<file path="src/rtl/wave_snd_pkg.sv">
// wave_snd_pkg: shared constants, state type and sample conversion helpers
// for the wave_sound I2S output stage.
//   SLOTS_PER_FRAME : BCLK periods per stereo frame
//   SAMPLE_W        : width of the serialised PCM word
//   snd_state_t     : output stage state (PREFILL, RUN)
//   u8_to_s16       : unsigned 8-bit (0x80 = zero) to signed 16-bit
//   apply_vol       : scale signed 16-bit sample by (vol+1)/16
package wave_snd_pkg;

  localparam int SLOTS_PER_FRAME = 32;
  localparam int SAMPLE_W        = 16;

  typedef enum logic {
    PREFILL,
    RUN
  } snd_state_t;

  function automatic logic [SAMPLE_W-1:0] u8_to_s16(input logic [7:0] u8);
    return {~u8[7], u8[6:0], 8'h00};
  endfunction

  // Gain is (vol+1)/16; the product fits in 21 bits so the 22-bit result is
  // exact, and bits [19:4] are the arithmetic shift by 4 truncated to 16 bits.
  function automatic logic [SAMPLE_W-1:0] apply_vol(input logic [SAMPLE_W-1:0] s16,
                                                    input logic [3:0] vol);
    logic [4:0]         gain;
    logic signed [21:0] a;
    logic signed [21:0] b;
    logic signed [21:0] p;
    gain = {1'b0, vol} + 5'd1;
    a    = 22'($signed(s16));
    b    = 22'($signed({1'b0, gain}));
    p    = a * b;
    return p[19:4];
  endfunction

endpackage

</file>
<file path="src/rtl/wave_snd_i2s_fifo.sv">
// snd_fifo: single-clock first-word-fall-through FIFO.
//   clk_sys, reset : clock, asynchronous active-high reset (empties FIFO)
//   push, wr_data  : write strobe and data; ignored when full unless a pop
//                    frees a slot in the same cycle
//   pop, rd_data   : read strobe; rd_data shows the head entry combinationally
//   full, empty    : occupancy status
//   level          : registered occupancy, 0..DEPTH
module snd_fifo #(
  parameter int   DEPTH = 16,
  parameter int   WIDTH = 8,
  localparam int  AW    = $clog2(DEPTH),
  localparam int  LW    = AW + 1
) (
  input  logic             clk_sys,
  input  logic             reset,
  input  logic             push,
  input  logic [WIDTH-1:0] wr_data,
  input  logic             pop,
  output logic [WIDTH-1:0] rd_data,
  output logic             full,
  output logic             empty,
  output logic [LW-1:0]    level
);

  logic [WIDTH-1:0] mem [DEPTH];
  logic [AW-1:0]    wr_ptr;
  logic [AW-1:0]    rd_ptr;
  logic             do_push;
  logic             do_pop;

  always_comb begin
    full    = (level == LW'(DEPTH));
    empty   = (level == '0);
    do_pop  = pop && !empty;
    do_push = push && (!full || do_pop);
    rd_data = mem[rd_ptr];
  end

  // Storage carries no reset; resetting the pointers discards the contents.
  always_ff @(posedge clk_sys) begin
    if (do_push) mem[wr_ptr] <= wr_data;
  end

  always_ff @(posedge clk_sys or posedge reset) begin
    if (reset) begin
      wr_ptr <= '0;
      rd_ptr <= '0;
      level  <= '0;
    end else begin
      if (do_push) wr_ptr <= wr_ptr + 1'b1;
      if (do_pop)  rd_ptr <= rd_ptr + 1'b1;
      case ({do_push, do_pop})
        2'b10:   level <= level + 1'b1;
        2'b01:   level <= level - 1'b1;
        default: level <= level;
      endcase
    end
  end

endmodule

</file>
<file path="src/rtl/wave_snd_i2s.sv">
// wave_snd_i2s: buffers 8-bit wave samples, applies volume and serialises
// them as mono-duplicated stereo I2S (32 BCLK slots per frame).
//   clk_sys, reset  : system clock, asynchronous active-high reset
//   I_SND           : unsigned sample, 0x80 = zero level
//   I_SND_VALID     : one-cycle push strobe
//   I_VOL           : volume, gain (I_VOL+1)/16, sampled at pop time
//   I_CLR_FLAGS     : clears the sticky flags (a coincident set wins)
//   O_BCLK, O_LRCK  : I2S bit clock and word select (0 = left)
//   O_SDATA         : serial data, MSB first, one-BCLK delayed
//   O_LEVEL         : FIFO occupancy
//   O_UNDERRUN      : sticky, frame start found the FIFO empty
//   O_OVERFLOW      : sticky, a push was dropped on a full FIFO
module wave_snd_i2s
  import wave_snd_pkg::*;
#(
  parameter int  CLK_DIV    = 2,
  parameter int  FIFO_DEPTH = 16,
  localparam int LW         = $clog2(FIFO_DEPTH) + 1
) (
  input  logic          clk_sys,
  input  logic          reset,
  input  logic [7:0]    I_SND,
  input  logic          I_SND_VALID,
  input  logic [3:0]    I_VOL,
  input  logic          I_CLR_FLAGS,
  output logic          O_BCLK,
  output logic          O_LRCK,
  output logic          O_SDATA,
  output logic [LW-1:0] O_LEVEL,
  output logic          O_UNDERRUN,
  output logic          O_OVERFLOW
);

  localparam int              DW          = (CLK_DIV > 1) ? $clog2(CLK_DIV) : 1;
  localparam logic [DW-1:0]   DIV_LAST    = DW'(CLK_DIV - 1);
  localparam logic [LW-1:0]   PREFILL_LVL = LW'(FIFO_DEPTH / 2);
  localparam int              SW          = $clog2(SLOTS_PER_FRAME);
  localparam logic [SW-1:0]   RIGHT_SLOT  = SW'(SLOTS_PER_FRAME / 2);

  snd_state_t            state;
  logic [DW-1:0]         div;
  logic [SW-1:0]         slot;
  logic [2*SAMPLE_W-1:0] shreg;
  logic [SAMPLE_W-1:0]   last_sample;

  logic                  fifo_pop;
  logic [7:0]            fifo_data;
  logic                  fifo_full;
  logic                  fifo_empty;

  logic                  bclk_fall;
  logic                  frame_start;
  logic                  starve;
  logic                  drop;
  logic [SAMPLE_W-1:0]   frame_word;

  snd_fifo #(
    .DEPTH (FIFO_DEPTH),
    .WIDTH (8)
  ) u_fifo (
    .clk_sys (clk_sys),
    .reset   (reset),
    .push    (I_SND_VALID),
    .wr_data (I_SND),
    .pop     (fifo_pop),
    .rd_data (fifo_data),
    .full    (fifo_full),
    .empty   (fifo_empty),
    .level   (O_LEVEL)
  );

  always_comb begin
    bclk_fall   = (state == RUN) && O_BCLK && (div == DIV_LAST);
    frame_start = bclk_fall && (slot == '0);
    fifo_pop    = frame_start && !fifo_empty;
    starve      = frame_start && fifo_empty;
    // A pop in the same cycle frees a slot, so only a push without a pop is lost.
    drop        = I_SND_VALID && fifo_full && !fifo_pop;
    frame_word  = fifo_empty ? last_sample
                             : apply_vol(u8_to_s16(fifo_data), I_VOL);
  end

  always_ff @(posedge clk_sys or posedge reset) begin
    if (reset) begin
      state       <= PREFILL;
      div         <= '0;
      slot        <= '0;
      shreg       <= '0;
      last_sample <= '0;
      O_BCLK      <= 1'b0;
      O_LRCK      <= 1'b0;
      O_SDATA     <= 1'b0;
      O_UNDERRUN  <= 1'b0;
      O_OVERFLOW  <= 1'b0;
    end else begin
      if (starve)           O_UNDERRUN <= 1'b1;
      else if (I_CLR_FLAGS) O_UNDERRUN <= 1'b0;

      if (drop)             O_OVERFLOW <= 1'b1;
      else if (I_CLR_FLAGS) O_OVERFLOW <= 1'b0;

      case (state)
        PREFILL: begin
          div     <= '0;
          slot    <= '0;
          O_BCLK  <= 1'b0;
          O_LRCK  <= 1'b0;
          O_SDATA <= 1'b0;
          if (O_LEVEL >= PREFILL_LVL) state <= RUN;
        end
        RUN: begin
          if (div == DIV_LAST) begin
            div    <= '0;
            O_BCLK <= ~O_BCLK;
          end else begin
            div <= div + 1'b1;
          end
          // The shifter is loaded at slot 0 and shifted on slots 1..31, so
          // after 31 shifts its MSB holds the previous right bit 0 exactly
          // when slot 0 of the next frame needs it. A zeroed shifter gives
          // the silent slot 0 of the first frame.
          if (bclk_fall) begin
            O_SDATA <= shreg[2*SAMPLE_W-1];
            O_LRCK  <= (slot >= RIGHT_SLOT);
            slot    <= slot + 1'b1;
            if (slot == '0) begin
              shreg       <= {frame_word, frame_word};
              last_sample <= frame_word;
            end else begin
              shreg <= {shreg[2*SAMPLE_W-2:0], 1'b0};
            end
          end
        end
        default: state <= PREFILL;
      endcase
    end
  end

endmodule

</file>
<file path="config.mk">
export PLATFORM = sky130hd
export DESIGN_NAME = wave_snd_i2s
export DESIGN_NICKNAME = d
export VERILOG_FILES = /design/src/rtl/wave_snd_pkg.sv /design/src/rtl/wave_snd_i2s_fifo.sv /design/src/rtl/wave_snd_i2s.sv
export SDC_FILE = /design/constraint.sdc
export NUM_CORES = 1
export LEC_CHECK = 0
export CAP_MARGIN = 5
export CORE_AREA = 3 3 150 152
export DETAILED_ROUTE_END_ITERATION = 7
export DIE_AREA = 0 0 153 155
export GPL_ROUTABILITY_DRIVEN = 1
export PLACE_DENSITY_LB_ADDON = 0.15
export SLEW_MARGIN = 40
export SYNTH_ARGS = -nofsm -noshare
export SYNTH_HDL_FRONTEND = slang
export SYNTH_SLANG_ARGS = --single-unit
</file>
<file path="constraint.sdc">
create_clock -name clk_sys -period 5.6 [get_ports clk_sys]
set_input_delay 0.56 -clock clk_sys [delete_from_list [all_inputs] [get_ports clk_sys]]
set_output_delay 0.56 -clock clk_sys [all_outputs]
set_load 0.01 [all_outputs]
</file>
==> impl_metrics.ini, run 1 <==
[run_status]
outcome = finished clean

[global_route]
grt-ovfl-total = 0
largest_net_degree_at_the_start_of_global_routing = 74
antenna_found_initial = 0
global_route.usage.total_pct = 16.81
grt_first_pass_wirelength_microns = 31490
grt_pass1_vias = 5695

[power_and_ir_drop]
power-per-cell-area_nw_per_um2 = 671.8
power.share.switching_pct = 38.55
leakagePower_nw = 4.245
post-layout-total-power_mw = 7.386
clockPowerShare_pct = 21.1
power_frac_comb_pct = 49.7
power.switching_mw = 2.847
internal_power_mw = 4.539
p_seq_share_pct = 29.2
ir_drop_mv = 0.3515

[setup_path]
critical_path.cell_chain = buf_12 -> mux4_2 -> mux4_2 -> and2_1 -> fa_1 -> inv_1 -> fa_1 -> fa_1 -> inv_1 -> ha_1 -> a211oi_1 -> o21ai_0 -> a31oi_1 -> xnor2_1 -> xnor2_1 -> o21ai_1
crit-reg2reg-launch = u_fifo.rd_ptr[0]
worstPathRequired_ns = 5.99
worstSetupStartpoint = u_fifo.rd_ptr[0]
timing.critical_path.buf_inv = 3
endpoint_kind = flop
r2r_setup_slack_ns = 0.36
worst_path_dominant_cell_family = adder cells
highest_delay_cell_along_the_critical_path = sky130_fd_sc_hd__dfrtp_4
critPathLaunchType = flop
worstReg2RegEnd = shreg[31]
cp_data_arrival_time_ns = 5.63
cp_max_fo = 15
path_common_cell = sky130_fd_sc_hd__fa_1
critical_setup_path_class = reg -> reg
depth_of_the_most_critical_reg_to_reg_path = 16
delay_contributed_by_the_slowest_stage_of_the_critical_path_ns = 0.58
worstSetupPathDepth = 16

[synth]
synthTopCellsByCount = 128 x sky130_fd_sc_hd__edfxtp_1, 74 x sky130_fd_sc_hd__nand2_1, 73 x sky130_fd_sc_hd__dfrtp_1
postSynthAreaPerCell_sq_um = 13.93
synth_top_family_by_area = simple AND/OR/NAND/NOR gates
syn-instance-count = 687
synth_edf_count = 128
ys_warn_count = 0
synth.lib_cells_used.distinct = 48
syn-cell-area_sq_um = 9567
postSynthRegisterBits = 201
synth_compound_gate_area_share_pct = 6.108
synth.most_common_cell = sky130_fd_sc_hd__edfxtp_1
yosysSeqAreaShare_pct = 59.27
post_synth_mux_area_share_pct = 9.377
post-synth-top-area-cell = sky130_fd_sc_hd__edfxtp_1
asyncSetResetFlopFracSynth_pct = 36.32
yosys.area_share.xor_xnor_pct = 2.655
nets_in_the_synthesized_netlist = 758
synth-main-ff-cell = sky130_fd_sc_hd__edfxtp_1
synth_adder_area_share_pct = 8.998
post_synth_and_or_nand_nor_area_fraction_pct = 9.809
netlist_top_cells_area = sky130_fd_sc_hd__edfxtp_1 40%, sky130_fd_sc_hd__dfrtp_1 19%, sky130_fd_sc_hd__mux4_2 7.8%, sky130_fd_sc_hd__fa_1 4.8%, sky130_fd_sc_hd__ha_1 4.2%
netlist.area_leader.share_pct = 40.18

[sta]
fin_clk_skew_ns = 0.01538
aggregate_negative_setup_slack_ns = 0
worst_pin_slew_ns = 0.8160
timing_max_transition_violations_final = 0
finalHoldViolCount = 0
fmax_ghz = 0.1908
postLayoutSetupSlackWorst_ns = 0.3600
rsz0062_at_grt = no
fin_crit_ns = 5.240
whs_ns = 0.4777
min_period_over_period_pct = 93.57
slew-limit-headroom_pct = 45.40
report.final.setup_viol = 0

[place]
port_buffers = 25
dp.final_hpwl_microns = 13180
placed_cell_area_sq_um = 10190
gp_routability_congestion = 0.8005
place_worst_setup_slack_ns = 0.2515
placed_cells = 970

[clock_tree]
cts_tree = yes
cts.root.buffer_cell = sky130_fd_sc_hd__clkbuf_16
clk_latency_ns = 0.51
cts.htree.levels = 1
post_cts.repair.setup_buffers = 0
cts.path.max_buffers = 3
cts_sinks = 201
cts_inserted_buffers = 22
worst_setup_hold_path_clk_slew_ns = 0.06

[floorplan]
die-height_microns = 155
row_count = 53
core_region_area_sq_um = 21150
initial_utilization_pct = 45.22
io_pins = 26
fp.dieW_microns = 153
dieArea_sq_um = 23720

[finish]
area_added_between_synthesis_and_finish_pct = 14.92
final_util_pct = 51.97
diodes = 0
postLayoutCellArea_sq_um = 10990
final_net_count = 790
post_route_cells_drive_above_1_share_pct = 14.42
post_layout_instance_count_excluding_filler_cells = 1010

[min_path]
hold_class = reg -> reg
hold_wc_startpoint = last_sample[12]
hold_path_end = last_sample[12]
worst_hold_path.num_cells = 2

[routing]
routed_wirelength_microns = 19640
dr_total_vias = 5545
wire_per_inst_microns = 19.44
ant_nets = 0
drt-initial-drc-count = 316
drt_pre_antenna_iters = 5
drc = 0
viasPerCell = 5.490

[job]
number_of_max_capacitance_violations_reported = 0
==> cells in the final DEF, fill, tap and decap left out, drive strengths merged, types with 8 or more instances in the layout <==
cell type,netlist,routed
nand3,17,17
fa,23,23
a221oi,8,8
mux4,35,35
dfrtp,73,73
inv,49,50
a22oi,8,8
nor2b,22,22
clkbuf,12,30
nand2,74,74
buf,19,14
and2,16,16
nand2b,8,8
ha,32,32
a221o,16,16
xnor2,23,23
nor2,38,38
a21oi,13,13
edfxtp,128,128
o21ai,21,21
clkdlybuf4s50,0,25
mux2i,9,9
==> registers in the layout, indices dropped and copies added (netlist names), 4 cells and up <==
signal / flops
u_fifo.level: 5
u_fifo.rd_ptr: 4
u_fifo.wr_ptr: 4
shreg: 32
u_fifo.mem: 128
last_sample: 16
slot: 5
==> cell families after synthesis <==
family,count (synthesis)
xor+xnor,29
buf+inv,80
compound gates,83
simple gates,194
mux,45
fa+ha+maj,55
flops,201
==> final cells by class <==
| cell class | count | area, sq um |
|---|---|---|
| timing repair buffer | 39 | 384.1 |
| clock inverter | 10 | 176.4 |
| sequential | 201 | 5674 |
| multi-input combinational | 406 | 3610 |
| inverter | 49 | 183.9 |
| clock buffer | 30 | 621.8 |
| fill | 1750 | 10160 |
| tap | 275 | 344.1 |
==> worst reg2reg max path: stages, from the launching register on <==
cell                       delay [ns]
sky130_fd_sc_hd__dfrtp_4         0.58
sky130_fd_sc_hd__buf_12          0.20
sky130_fd_sc_hd__mux4_2          0.49
sky130_fd_sc_hd__mux4_2          0.53
sky130_fd_sc_hd__and2_1          0.20
sky130_fd_sc_hd__fa_1            0.54
sky130_fd_sc_hd__inv_1           0.05
sky130_fd_sc_hd__fa_1            0.46
sky130_fd_sc_hd__fa_1            0.54
sky130_fd_sc_hd__inv_1           0.04
sky130_fd_sc_hd__ha_1            0.34
sky130_fd_sc_hd__a211oi_1        0.31
sky130_fd_sc_hd__o21ai_0         0.14
sky130_fd_sc_hd__a31oi_1         0.21
sky130_fd_sc_hd__xnor2_1         0.11
sky130_fd_sc_hd__xnor2_1         0.29
sky130_fd_sc_hd__o21ai_1         0.10
==> per-layer routing <==
metal | part of all wire [%] | wire, microns | up-vias | GRT usage, %
li1 | - | - | 2560 | -
met1 | 45 | 8857 | 2866 | 23.53
met2 | 50 | 9785 | 91 | 28.07
met3 | 3.1 | 607 | 28 | 2.364
met4 | 2.0 | 389 | 0 | 4.412
met5 | 0 | 0 | - | 0
==> worst max-delay path by stage <==
stage	to	slack, ns
after floorplan	last_sample[15]	0.75
after global placement	last_sample[15]	0.35
after detailed placement	shreg[31]	0.25
after CTS	shreg[31]	0.24
after global routing	shreg[12]	0.05
final	shreg[31]	0.36
==> repair_timing <==
item	in CTS	in global routing
setup endpoints to repair	0	1
resized for setup	0	1
hold buffers	0	0
==> power groups by stage <==
stage | clock (mW) | combinational, mW | sequential [mW]
6_report | 1.56 | 3.67 | 2.16
5_1_grt | 1.66 | 4.16 | 2.20
4_1_cts | 1.59 | 3.75 | 2.16
3_5_place_dp | 0 | 3.73 | 2.18
3_3_place_gp | 0 | 3.60 | 2.16
2_1_floorplan | 0 | 2.87 | 2.07
No activity file was read; power rests on OpenSTA's default activity.
==> run 2, diff against run 1 <==
CORE_AREA = 2 2 149 151   (was 3 3 150 152)
DIE_AREA = 0 0 151 153   (was 0 0 153 155)
GPL_TIMING_DRIVEN = 0   (was default)
clock period = 6.5 ns   (was 5.6 ns; I/O delays follow)
==> run 2 against run 1 <==
Effect of this change: sequential share of layout area is 0.17 points lower; combinational power fell by 10%; sequential power is 17% lower; worst setup slack better by 0.29 ns; fmax down 10%; first-iteration DRC count is 2.8% lower; critical endpoint is now shreg[15]; highest routed layer unchanged.
==> impl_metrics.ini, run 2 (synthesis gave the netlist of run 1 again) <==
[power_and_ir_drop]
post-layout-total-power_mw = 6.331
ir_drop_mv = 0.3091
power-per-cell-area_nw_per_um2 = 574.3
leakagePower_nw = 4.274

[routing]
drt-initial-drc-count = 307
viasPerCell = 5.399
wire_per_inst_microns = 19.01
drt_pre_antenna_iters = 5
routed_wirelength_microns = 19750
drc = 0
dr_total_vias = 5610
ant_nets = 0

[global_route]
grt_pass1_vias = 5741
grt_first_pass_wirelength_microns = 31520
antenna_found_initial = 0
global_route.usage.total_pct = 17.76
largest_net_degree_at_the_start_of_global_routing = 50
grt-ovfl-total = 0

[floorplan]
die-height_microns = 153
fp.dieW_microns = 151
core_region_area_sq_um = 21490
dieArea_sq_um = 23100
io_pins = 26
row_count = 54
initial_utilization_pct = 44.53

[job]
number_of_max_capacitance_violations_reported = 0

[setup_path]
critPathLaunchType = flop
endpoint_kind = flop
path_common_cell = sky130_fd_sc_hd__fa_1
cp_data_arrival_time_ns = 6.24
highest_delay_cell_along_the_critical_path = sky130_fd_sc_hd__mux4_2
critical_setup_path_class = reg -> reg
depth_of_the_most_critical_reg_to_reg_path = 17
worstPathRequired_ns = 6.89
cp_max_fo = 10
critical_path.cell_chain = buf_2 -> buf_1 -> mux4_2 -> mux4_2 -> and2_1 -> fa_1 -> inv_1 -> fa_1 -> fa_1 -> inv_1 -> ha_1 -> a211oi_1 -> o21ai_0 -> a31oi_1 -> xnor2_1 -> xnor2_1 -> o21ai_1
worstReg2RegEnd = shreg[15]
worst_path_dominant_cell_family = adder cells
timing.critical_path.buf_inv = 4
crit-reg2reg-launch = u_fifo.rd_ptr[1]
r2r_setup_slack_ns = 0.65
worstSetupPathDepth = 17
delay_contributed_by_the_slowest_stage_of_the_critical_path_ns = 0.55

[place]
placed_cell_area_sq_um = 10280
dp.final_hpwl_microns = 13610
port_buffers = 25
gp_routability_congestion = 0.7909
place_worst_setup_slack_ns = 0.6493

[sta]
fmax_ghz = 0.1710
aggregate_negative_setup_slack_ns = 0
min_period_over_period_pct = 89.98
fin_clk_skew_ns = 0.01681
fin_crit_ns = 5.849
slew-limit-headroom_pct = 45.96
timing_max_transition_violations_final = 0
worst_pin_slew_ns = 0.8078
rsz0062_at_grt = no
whs_ns = 0.4601
finalHoldViolCount = 0
postLayoutSetupSlackWorst_ns = 0.6514
report.final.setup_viol = 0

[clock_tree]
cts_sinks = 201
cts_inserted_buffers = 23
ctsHoldBuffers = 0
postCtsResizedCells = 0
worst_setup_hold_path_clk_slew_ns = 0.06
post_cts.repair.setup_buffers = 0
cts_tree = yes
cts.root.buffer_cell = sky130_fd_sc_hd__clkbuf_16
cts.path.max_buffers = 3
clk_latency_ns = 0.52
cts.htree.levels = 1

[finish]
fill_cells = 1802
area_added_between_synthesis_and_finish_pct = 15.22
post_route_cells_drive_above_1_share_pct = 14.62
layout_common_cells = 128 x sky130_fd_sc_hd__edfxtp_1, 74 x sky130_fd_sc_hd__nand2_1, 73 x sky130_fd_sc_hd__dfrtp_1
final_net_count = 813
diodes = 0
largestRegisters = u_fifo.mem: 128 flops, shreg: 32 flops, last_sample: 16 flops
multi_input_area_sq_um = 3585
largest_register_ffs = 128
layout.area.seq_sq_um = 5670
top_register = u_fifo.mem
mostFrequentLayoutCell = sky130_fd_sc_hd__edfxtp_1
postLayoutCellArea_sq_um = 11020

[run_status]
outcome = finished clean

[min_path]
hold_class = in -> async
## run 2: cell count changes in the layout (fill, tap and decap cells not counted), moves of 2 or more
cell / delta
sky130_fd_sc_hd__clkinv_4: +2
sky130_fd_sc_hd__clkbuf_1: +13
sky130_fd_sc_hd__buf_1: +4
sky130_fd_sc_hd__bufinv_16: -3
sky130_fd_sc_hd__buf_2: +12
sky130_fd_sc_hd__nor3_4: -4
sky130_fd_sc_hd__nor3_2: +4
sky130_fd_sc_hd__buf_4: -8
## run 2: final cells by class
cell class | count | share of cell area (%)
Multi-Input combinational cell | 406 | 32.52
Inverter | 49 | 1.714
Buffer | 31 | 1.612
Timing Repair Buffer | 30 | 2.770
Sequential cell | 201 | 51.44
Clock buffer | 32 | 5.902
Tap cell | 280 | 3.178
Clock inverter | 10 | 0.8627
## run 2: how the worst max path moves through the flow
| stage | startpoint | to | slack (ns) |
|---|---|---|---|
| finish | u_fifo.rd_ptr[1] | shreg[15] | 0.65 |
| global route | u_fifo.rd_ptr[1] | shreg[15] | 0.33 |
| CTS | u_fifo.rd_ptr[1] | shreg[31] | 0.63 |
| detailed placement | I_VOL[0] | shreg[15] | 0.65 |
| global placement | u_fifo.rd_ptr[1] | shreg[31] | 0.66 |
| floorplan | u_fifo.rd_ptr[1] | last_sample[15] | 1.65 |
## run 2: stage by stage
step / cells / utilization, %
6_report: 1039 / 51.30
5_1_grt: 1039 / 51.30
4_1_cts: 1039 / 51.30
3_5_place_dp: 997 / 47.83
3_3_place_gp: 992 / 47.32
2_1_floorplan: 687 / -
## run 2: where the power goes
part	switching [mW]	total [mW]	internal [mW]
Sequential	0.152	1.79	1.64
Combinational	1.85	3.29	1.44
Clock	0.509	1.25	0.745
Total	2.51	6.33	3.82
## run 2: per-layer routing
metal	track usage, %	vias up	share of wire (%)
li1	-	2607	-
met1	24.09	2869	43
met2	30.09	105	50
met3	2.985	29	4.0
met4	4.094	0	2.1
met5	0	-	0
